$ cat src/rtl/batch_controller_pkg.sv
// Shared scheduler definitions: batch controller FSM encoding, counter widths
// and the transaction/program-ID types shared with the conflict checker.
package batch_controller_pkg;

    localparam int CNT16_W   = 16;
    localparam int CNT32_W   = 32;
    localparam int PROG_ID_W = 64;

    typedef enum logic [1:0] {
        ST_IDLE      = 2'd0,
        ST_COLLECT   = 2'd1,
        ST_DRAIN     = 2'd2,
        ST_WAIT_EXEC = 2'd3
    } batch_state_e;

    // Conflict checker verdict on an incoming transaction.
    typedef enum logic [0:0] {
        CC_CLEAR    = 1'b0,
        CC_CONFLICT = 1'b1
    } conflict_result_e;

    // Only an empty or filling batch may take new transactions.
    function automatic logic state_accepts(input batch_state_e st);
        return (st == ST_IDLE) || (st == ST_COLLECT);
    endfunction

endpackage

$ cat src/rtl/batch_controller_if.sv
// Stream handshake bundle between the conflict checker, the batch controller
// and the execution queue.
interface batch_controller_if;
    import batch_controller_pkg::*;

    logic                 s_axis_tvalid;
    logic                 s_axis_tready;
    logic [PROG_ID_W-1:0] s_axis_tdata_owner_programID;
    logic                 m_axis_tvalid;
    logic                 m_axis_tready;
    logic [PROG_ID_W-1:0] m_axis_tdata_owner_programID;

    // Controller side.
    modport slave (
        input  s_axis_tvalid,
        input  s_axis_tdata_owner_programID,
        output s_axis_tready,
        output m_axis_tvalid,
        output m_axis_tdata_owner_programID,
        input  m_axis_tready
    );

    // Environment side: drives the ingress stream, sinks the egress stream.
    modport master (
        output s_axis_tvalid,
        output s_axis_tdata_owner_programID,
        input  s_axis_tready,
        input  m_axis_tvalid,
        input  m_axis_tdata_owner_programID,
        output m_axis_tready
    );

endinterface

$ cat src/rtl/batch_controller_axis_reg_slice.sv
// Single-entry output register for the batch controller egress stream;
// holds data stable while the consumer back-pressures.
module axis_reg_slice
    import batch_controller_pkg::*;
#(
    parameter int DATA_W = PROG_ID_W
) (
    input  logic              clk,
    input  logic              rst_n,
    input  logic              in_valid,
    input  logic [DATA_W-1:0] in_data,
    output logic              in_ready,
    output logic              out_valid,
    output logic [DATA_W-1:0] out_data,
    input  logic              out_ready
);

    logic              valid_r;
    logic [DATA_W-1:0] data_r;

    // A load in the same cycle as a handshake keeps the slot full at one beat per cycle.
    assign in_ready  = !valid_r || out_ready;
    assign out_valid = valid_r;
    assign out_data  = data_r;

    // Slot fill/drain.
    always_ff @(posedge clk or negedge rst_n) begin
        if (!rst_n) begin
            valid_r <= 1'b0;
            data_r  <= {DATA_W{1'b0}};
        end else if (in_valid && in_ready) begin
            valid_r <= 1'b1;
            data_r  <= in_data;
        end else if (out_ready) begin
            valid_r <= 1'b0;
        end
    end

endmodule

$ cat src/rtl/batch_controller.sv
// Groups conflict-free transactions into batches closed by size, idle timeout
// or flush, and hands each closed batch to the execution engine.
module batch_controller
    import batch_controller_pkg::*;
#(
    parameter int BATCH_SIZE     = 8,
    parameter int TIMEOUT_CYCLES = 100
) (
    input  logic               clk,
    input  logic               rst_n,
    batch_controller_if.slave  axis,
    input  logic               flush,
    input  logic               exec_done,
    output logic               batch_completed,
    output logic [CNT32_W-1:0] batch_id,
    output logic [CNT16_W-1:0] batch_count,
    output logic [CNT32_W-1:0] timeout_closes,
    output logic [CNT32_W-1:0] total_batches
);

    localparam logic [CNT16_W-1:0] BATCH_SIZE_C   = CNT16_W'(BATCH_SIZE);
    localparam logic [CNT16_W-1:0] TIMEOUT_LAST_C = CNT16_W'(TIMEOUT_CYCLES - 1);

    batch_state_e       state_r;
    logic [CNT16_W-1:0] cur_count_r;
    logic [CNT16_W-1:0] idle_cnt_r;
    logic               ready_en_r;
    logic               close_timeout_r;
    logic               batch_completed_r;
    logic [CNT32_W-1:0] batch_id_r;
    logic [CNT16_W-1:0] batch_count_r;
    logic [CNT32_W-1:0] timeout_closes_r;
    logic [CNT32_W-1:0] total_batches_r;

    logic                 accept_s;
    logic                 slice_in_ready_s;
    logic                 out_valid_s;
    logic [PROG_ID_W-1:0] out_data_s;
    logic                 out_empty_s;
    logic [CNT16_W-1:0]   cur_count_inc_s;

    // ready_en_r tracks the FSM side so only the back-pressure term is combinational.
    assign axis.s_axis_tready = ready_en_r && slice_in_ready_s;
    assign accept_s           = axis.s_axis_tvalid && axis.s_axis_tready;
    assign out_empty_s        = !out_valid_s || axis.m_axis_tready;
    assign cur_count_inc_s    = cur_count_r + 16'd1;

    assign axis.m_axis_tvalid                = out_valid_s;
    assign axis.m_axis_tdata_owner_programID = out_data_s;

    assign batch_completed = batch_completed_r;
    assign batch_id        = batch_id_r;
    assign batch_count     = batch_count_r;
    assign timeout_closes  = timeout_closes_r;
    assign total_batches   = total_batches_r;

    axis_reg_slice #(
        .DATA_W (PROG_ID_W)
    ) u_out_slice (
        .clk       (clk),
        .rst_n     (rst_n),
        .in_valid  (accept_s),
        .in_data   (axis.s_axis_tdata_owner_programID),
        .in_ready  (slice_in_ready_s),
        .out_valid (out_valid_s),
        .out_data  (out_data_s),
        .out_ready (axis.m_axis_tready)
    );

    // Batch FSM, batch bookkeeping and close statistics.
    always_ff @(posedge clk or negedge rst_n) begin
        if (!rst_n) begin
            state_r           <= ST_IDLE;
            cur_count_r       <= 16'd0;
            idle_cnt_r        <= 16'd0;
            ready_en_r        <= 1'b0;
            close_timeout_r   <= 1'b0;
            batch_completed_r <= 1'b0;
            batch_id_r        <= 32'd0;
            batch_count_r     <= 16'd0;
            timeout_closes_r  <= 32'd0;
            total_batches_r   <= 32'd0;
        end else begin
            batch_completed_r <= 1'b0;
            case (state_r)
                ST_IDLE: begin
                    ready_en_r <= 1'b1;
                    if (accept_s) begin
                        cur_count_r <= 16'd1;
                        idle_cnt_r  <= 16'd0;
                        if (BATCH_SIZE_C == 16'd1) begin
                            state_r         <= ST_DRAIN;
                            ready_en_r      <= 1'b0;
                            close_timeout_r <= 1'b0;
                        end else begin
                            state_r <= ST_COLLECT;
                        end
                    end
                end

                ST_COLLECT: begin
                    // An accept always wins over timeout and flush on the same cycle.
                    if (accept_s) begin
                        cur_count_r <= cur_count_inc_s;
                        idle_cnt_r  <= 16'd0;
                        if (cur_count_inc_s == BATCH_SIZE_C) begin
                            state_r         <= ST_DRAIN;
                            ready_en_r      <= 1'b0;
                            close_timeout_r <= 1'b0;
                        end
                    end else if (idle_cnt_r == TIMEOUT_LAST_C) begin
                        state_r         <= ST_DRAIN;
                        ready_en_r      <= 1'b0;
                        close_timeout_r <= 1'b1;
                    end else if (flush) begin
                        state_r         <= ST_DRAIN;
                        ready_en_r      <= 1'b0;
                        close_timeout_r <= 1'b0;
                    end else begin
                        idle_cnt_r <= idle_cnt_r + 16'd1;
                    end
                end

                ST_DRAIN: begin
                    if (out_empty_s) begin
                        batch_completed_r <= 1'b1;
                        batch_count_r     <= cur_count_r;
                        batch_id_r        <= batch_id_r + 32'd1;
                        total_batches_r   <= total_batches_r + 32'd1;
                        timeout_closes_r  <= timeout_closes_r + {31'd0, close_timeout_r};
                        state_r           <= ST_WAIT_EXEC;
                    end
                end

                ST_WAIT_EXEC: begin
                    if (exec_done) begin
                        state_r     <= ST_IDLE;
                        cur_count_r <= 16'd0;
                        idle_cnt_r  <= 16'd0;
                        ready_en_r  <= state_accepts(ST_IDLE);
                    end
                end

                default: begin
                    state_r    <= ST_IDLE;
                    ready_en_r <= 1'b0;
                end
            endcase
        end
    end

endmodule

$ cat src/flat_wrapper.sv
// flat-port wrapper written by rule: the top's interface ports become plain ports
module batch_controller_flat import batch_controller_pkg::*;
#(
    parameter int BATCH_SIZE     = 8,
    parameter int TIMEOUT_CYCLES = 100
)
  (clk, rst_n, flush, exec_done, batch_completed, batch_id, batch_count, timeout_closes, total_batches, axis_s_axis_tvalid, axis_s_axis_tdata_owner_programID, axis_s_axis_tready, axis_m_axis_tvalid, axis_m_axis_tdata_owner_programID, axis_m_axis_tready);
  batch_controller_if axis_i ();
  input  logic clk;
  input  logic rst_n;
  input  logic flush;
  input  logic exec_done;
  output logic batch_completed;
  output logic [CNT32_W-1:0] batch_id;
  output logic [CNT16_W-1:0] batch_count;
  output logic [CNT32_W-1:0] timeout_closes;
  output logic [CNT32_W-1:0] total_batches;
  input wire logic [$bits(axis_i.s_axis_tvalid)-1:0] axis_s_axis_tvalid;
  input wire logic [$bits(axis_i.s_axis_tdata_owner_programID)-1:0] axis_s_axis_tdata_owner_programID;
  output wire logic [$bits(axis_i.s_axis_tready)-1:0] axis_s_axis_tready;
  output wire logic [$bits(axis_i.m_axis_tvalid)-1:0] axis_m_axis_tvalid;
  output wire logic [$bits(axis_i.m_axis_tdata_owner_programID)-1:0] axis_m_axis_tdata_owner_programID;
  input wire logic [$bits(axis_i.m_axis_tready)-1:0] axis_m_axis_tready;
  assign axis_i.s_axis_tvalid = axis_s_axis_tvalid;
  assign axis_i.s_axis_tdata_owner_programID = axis_s_axis_tdata_owner_programID;
  assign axis_s_axis_tready = axis_i.s_axis_tready;
  assign axis_m_axis_tvalid = axis_i.m_axis_tvalid;
  assign axis_m_axis_tdata_owner_programID = axis_i.m_axis_tdata_owner_programID;
  assign axis_i.m_axis_tready = axis_m_axis_tready;
  batch_controller #(.BATCH_SIZE(BATCH_SIZE), .TIMEOUT_CYCLES(TIMEOUT_CYCLES)) u_core (.clk(clk), .rst_n(rst_n), .axis(axis_i), .flush(flush), .exec_done(exec_done), .batch_completed(batch_completed), .batch_id(batch_id), .batch_count(batch_count), .timeout_closes(timeout_closes), .total_batches(total_batches));
endmodule
$ cat config.mk
export PLATFORM = sky130hd
export DESIGN_NAME = batch_controller_flat
export DESIGN_NICKNAME = d
export VERILOG_FILES = /design/src/rtl/batch_controller_pkg.sv /design/src/rtl/batch_controller_if.sv /design/src/rtl/batch_controller_axis_reg_slice.sv /design/src/rtl/batch_controller.sv /design/src/flat_wrapper.sv
export SDC_FILE = /design/constraint.sdc
export NUM_CORES = 1
export LEC_CHECK = 0
export BUFFER_PORTS_ARGS = -buffer_cell sky130_fd_sc_hd__buf_4
export CORE_MARGIN = 10
export CORE_UTILIZATION = 50
export CTS_BUF_LIST = sky130_fd_sc_hd__clkbuf_8
export CTS_CLUSTER_SIZE = 30
export DETAILED_ROUTE_END_ITERATION = 10
export GPL_ROUTABILITY_DRIVEN = 0
export PLACE_DENSITY = 0.89
export SYNTH_ARGS = -nofsm -noshare
export SYNTH_HDL_FRONTEND = slang
export SYNTH_SLANG_ARGS = --single-unit
export TNS_END_PERCENT = 5
$ cat constraint.sdc
create_clock -name clk -period 2.15 [get_ports clk]
set_input_delay 0.1075 -clock clk [delete_from_list [all_inputs] [get_ports clk]]
set_output_delay 0.1075 -clock clk [all_outputs]
set_load 0.05 [all_outputs]
==> summary.md <==
| Metric | Value |
|---|---|
| DIE WIDTH | 158 um |
| Clock Skews | 0.0110 ns |
| Worst-case clock buffer depth | 3 |
| First-pass GRT wire length | 46900 um |
| Post-synthesis mux area share | 0.448% |
| Top-area cell type share of the netlist area | a little under three fifths |
| Sequential area share after synthesis | 56.3% |
| IO Port Bufs | 248 |
| WP data required | about 2.5 ns |
| Peak VDD IR | approximately 0.0009 V |
| GRT Total Usage | about a quarter |
| Largest net degree at the start of global routing | 80 |
| Critical Path AT | between 2 and 3 ns |
| Static Leak | roughly 7 nW |
| HPWL after detailed placement | 19900 um |
| Fraction of layout instances using a drive strength above 1 | about a third |
| WP buf/inv | 1 |
| Total number of vias | between 8000 and 9000 |
| Most common library cells after synthesis | 337 x nand2_1, 214 x dfrtp_1, 68 x xnor2_1 |
| Reg2Reg Launch Point | u_core.cur_count_r[6]$_DFFE_PN0P_ |
| Most frequent CP cell | nand4_1 |
| DR WL/cell | 18.3 um |
| IO Pins | roughly 250 |
| H-tree depth | 2 |
| Fin Setup TNS | -0.732 ns |
| Ys Warns | 0 |
| XOR/XNOR Fraction of Synth Area | 9.40% |
| Clock tree sinks | 214 |
| GRT overflow | 0 |
| Post-synth top area cell | dfrtp_1 |
| Syn nets | 1063 |
| Reg2Reg Setup Slack | -0.25 ns |
| Post-route minimum period | roughly 2.4 ns |
| Synth Instances | 981 |
| Synth Register Bits | 214 |
| Top-count cell post-synth | nand2_1 |
| Post-Synth Adder-Cell Area | roughly 1.6% |
| Final setup margin | -0.245 ns |
| Core area | 18700 um2 |
| Reg-to-reg endpoint | u_core.state_r[0]$_DFFE_PN0P_ |
| Num rows | 50 |
| RSZ-0062 raised after global routing | yes |
| Crit-path slowest cell | dfrtp_1 |
| CP Cell Sequence | buf_4 -> nand2_1 -> nor3_4 -> nand4_1 -> a22oi_2 -> nand4_1 -> and3_1 -> o32a_1 |
| Initial Utilization | approximately half |
| Mapped Area | 9510 um2 |
| Synth unique cells | 59 |
| Largest family of logic cells by synthesized area | simple AND/OR/NAND/NOR gates |
| Setup WS pre-CTS | -0.162 ns |
| Die area | 24900 um2 |
| Final Hold Fails | 0 |
| Final setup viols | 4 |
| Final layout net count | about 1500 |
| Rel. slew slack | 53.6% |
| MaxCap Viol Count | 0 |
| Residual DRC | 0 |
| Fmax | 418 MHz |
| Critical Path Start Type | flip-flop |
| Worst path top cell family by delay | simple AND/OR/NAND/NOR gates |
| Syn Area/Cell | around 9.7 um2 |
| Compound-Gate Fraction of Synth Area | roughly 4.5% |
| Pwr/cell area | 1050 nW/um2 |
| Worst-path maximum fanout | 8 |
| Slew Viols, Final | 0 |
| Clock slew at reported path FFs | 0.06 ns |
| Ys flop type | dfrtp_1 |
| Critical path class | reg2reg |
| Number of flops mapped to enable cells by yosys | 0 |
| R2R depth | 8 |
| Initial antenna violation count | 1 |
| Vias in the first global route | 9234 |
| CP endpoint kind | flip-flop |
| Actual slew at the worst max-slew pin | 0.696 ns |
| Outcome | finished with violations |
| Routed Antenna Nets | 0 |
| Area contributors post-synth | dfrtp_1 56%, nand2_1 13%, xnor2_1 6.3% |
| DRT Wirelength | 30100 um |
| P&R area growth vs syn | 45.3% |
| Post-synth ARST share | 100% |
| Period utilisation layout | 111% |
| Type of the most critical hold path | in2async |
| Design Power | roughly 15 mW |
| Post-Synth Simple-Gate Area | 26.0% |
| CP peak stage delay | 0.44 ns |
| Clk_lat worst skew | 0.52 ns |
| Inserted Clock Buffers | 37 |
| Vias per cell | 5.35 |
| DRT Pass-1 Iters | 5 |
| Chip Height | roughly 160 um |
| Violated checks | setup timing |
| CTS tree | yes |
| Clock root cell | clkbuf_8 |
| Initial DRC count | a little over 700 |
==> metal layers <==
layer / GRT usage, % / wire (um)
met4: 8.46 / 833
met1: 27.3 / 11600
met2: 38.8 / 14900
met5: 0 / 0
met3: 7.95 / 2860
==> registers in the layout (all words and copies together), names as in the netlist <==
register and cells:
u_core.timeout_closes 32, u_core.close_timeout_r 1, u_core.idle_cnt_r 16, u_core.cur_count_r 16, u_core.u_out_slice.out_data 64, u_core.total_batches 32, u_core.u_out_slice.out_valid 1, u_core.ready_en_r 1
u_core.batch_count 16, u_core.batch_id 32, u_core.state_r 2, u_core.batch_completed 1
==> where the power goes <==
group	total [mW]	switching, mW	internal [mW]
sequential	5.14	0.488	4.65
combinational	5.75	3.98	1.77
clock	3.66	1.63	2.03
total	14.5	6.10	8.45
==> through the flow <==
stage	std cells	hold slack (ns)	utilization, %	cell area [um2]
after floorplan	981	-0.188	-	9520
after global placement	1498	0.178	64.7	12100
after detailed placement	1498	0.182	64.7	12100
after CTS	1639	0.171	73.0	13700
after global routing	1643	0.214	73.8	13800
final	1644	0.173	73.8	13800
==> layout make-up <==
class                           count  area [um2]
Clock inverter                     16        70.1
Multi-Input combinational cell    726        4190
Clock buffer                       49         674
Antenna cell                        2        5.00
Tap cell                          234         293
Timing Repair Buffer              394        3180
Sequential cell                   214        5370
Inverter                            9        33.8
Fill cell                        1203        4900
==> kinds of logic (layout without fill, tap and decap cells) <==
logic type | after synthesis | count (layout)
fa+ha+maj | 12 | 12
other cells | 0 | 2
mux | 4 | 4
flops | 214 | 214
xor+xnor | 102 | 102
simple gates | 544 | 544
compound gates | 64 | 64
buf+inv | 41 | 468
==> cell usage in the layout (no fill, tap or decap), drive strengths merged, types with 4 or more instances in the layout <==
cell type	count
nand2	338
buf	325
dfrtp	214
xnor2	68
dlygate4sd3	68
clkbuf	50
nor2	50
nand3	45
xor2	34
nand4	29
o21ai	29
and3	25
inv	18
nor3	13
ha	12
and4	8
o31ai	8
and2	8
a21oi	7
clkinv	6
or3	6
nor4	6
nor3b	4
o41ai	4
or2	4
a31oi	4
==> worst max-delay path by stage <==
stage | startpoint | to | slack (ns) | depth (start not counted)
finish | u_core.cur_count_r[6]$_DFFE_PN0P_ | u_core.state_r[0]$_DFFE_PN0P_ | -0.25 | 8
global route | u_core.cur_count_r[6]$_DFFE_PN0P_ | u_core.state_r[0]$_DFFE_PN0P_ | -0.35 | 8
CTS | u_core.cur_count_r[0]$_DFFE_PN0P_ | u_core.state_r[1]$_DFFE_PN0P_ | -0.11 | 8
detailed placement | u_core.cur_count_r[1]$_DFFE_PN0P_ | u_core.state_r[1]$_DFFE_PN0P_ | -0.16 | 8
global placement | u_core.cur_count_r[1]$_DFFE_PN0P_ | u_core.state_r[1]$_DFFE_PN0P_ | -0.11 | 8
floorplan | u_core.state_r[0]$_DFFE_PN0P_ | u_core.total_batches[24]$_DFFE_PN0P_ | -0.07 | 10
==> what timing repair did <==
action | CTS | global route
setup endpoints to repair | 14 | 26
gates resized for setup | 13 | 24
hold endpoints to repair | 141 | 0
pin swaps | 6 | 4
buffers inserted | 8 | 3
hold buffers | 68 | 0
Power figures use the tool's default switching activity.
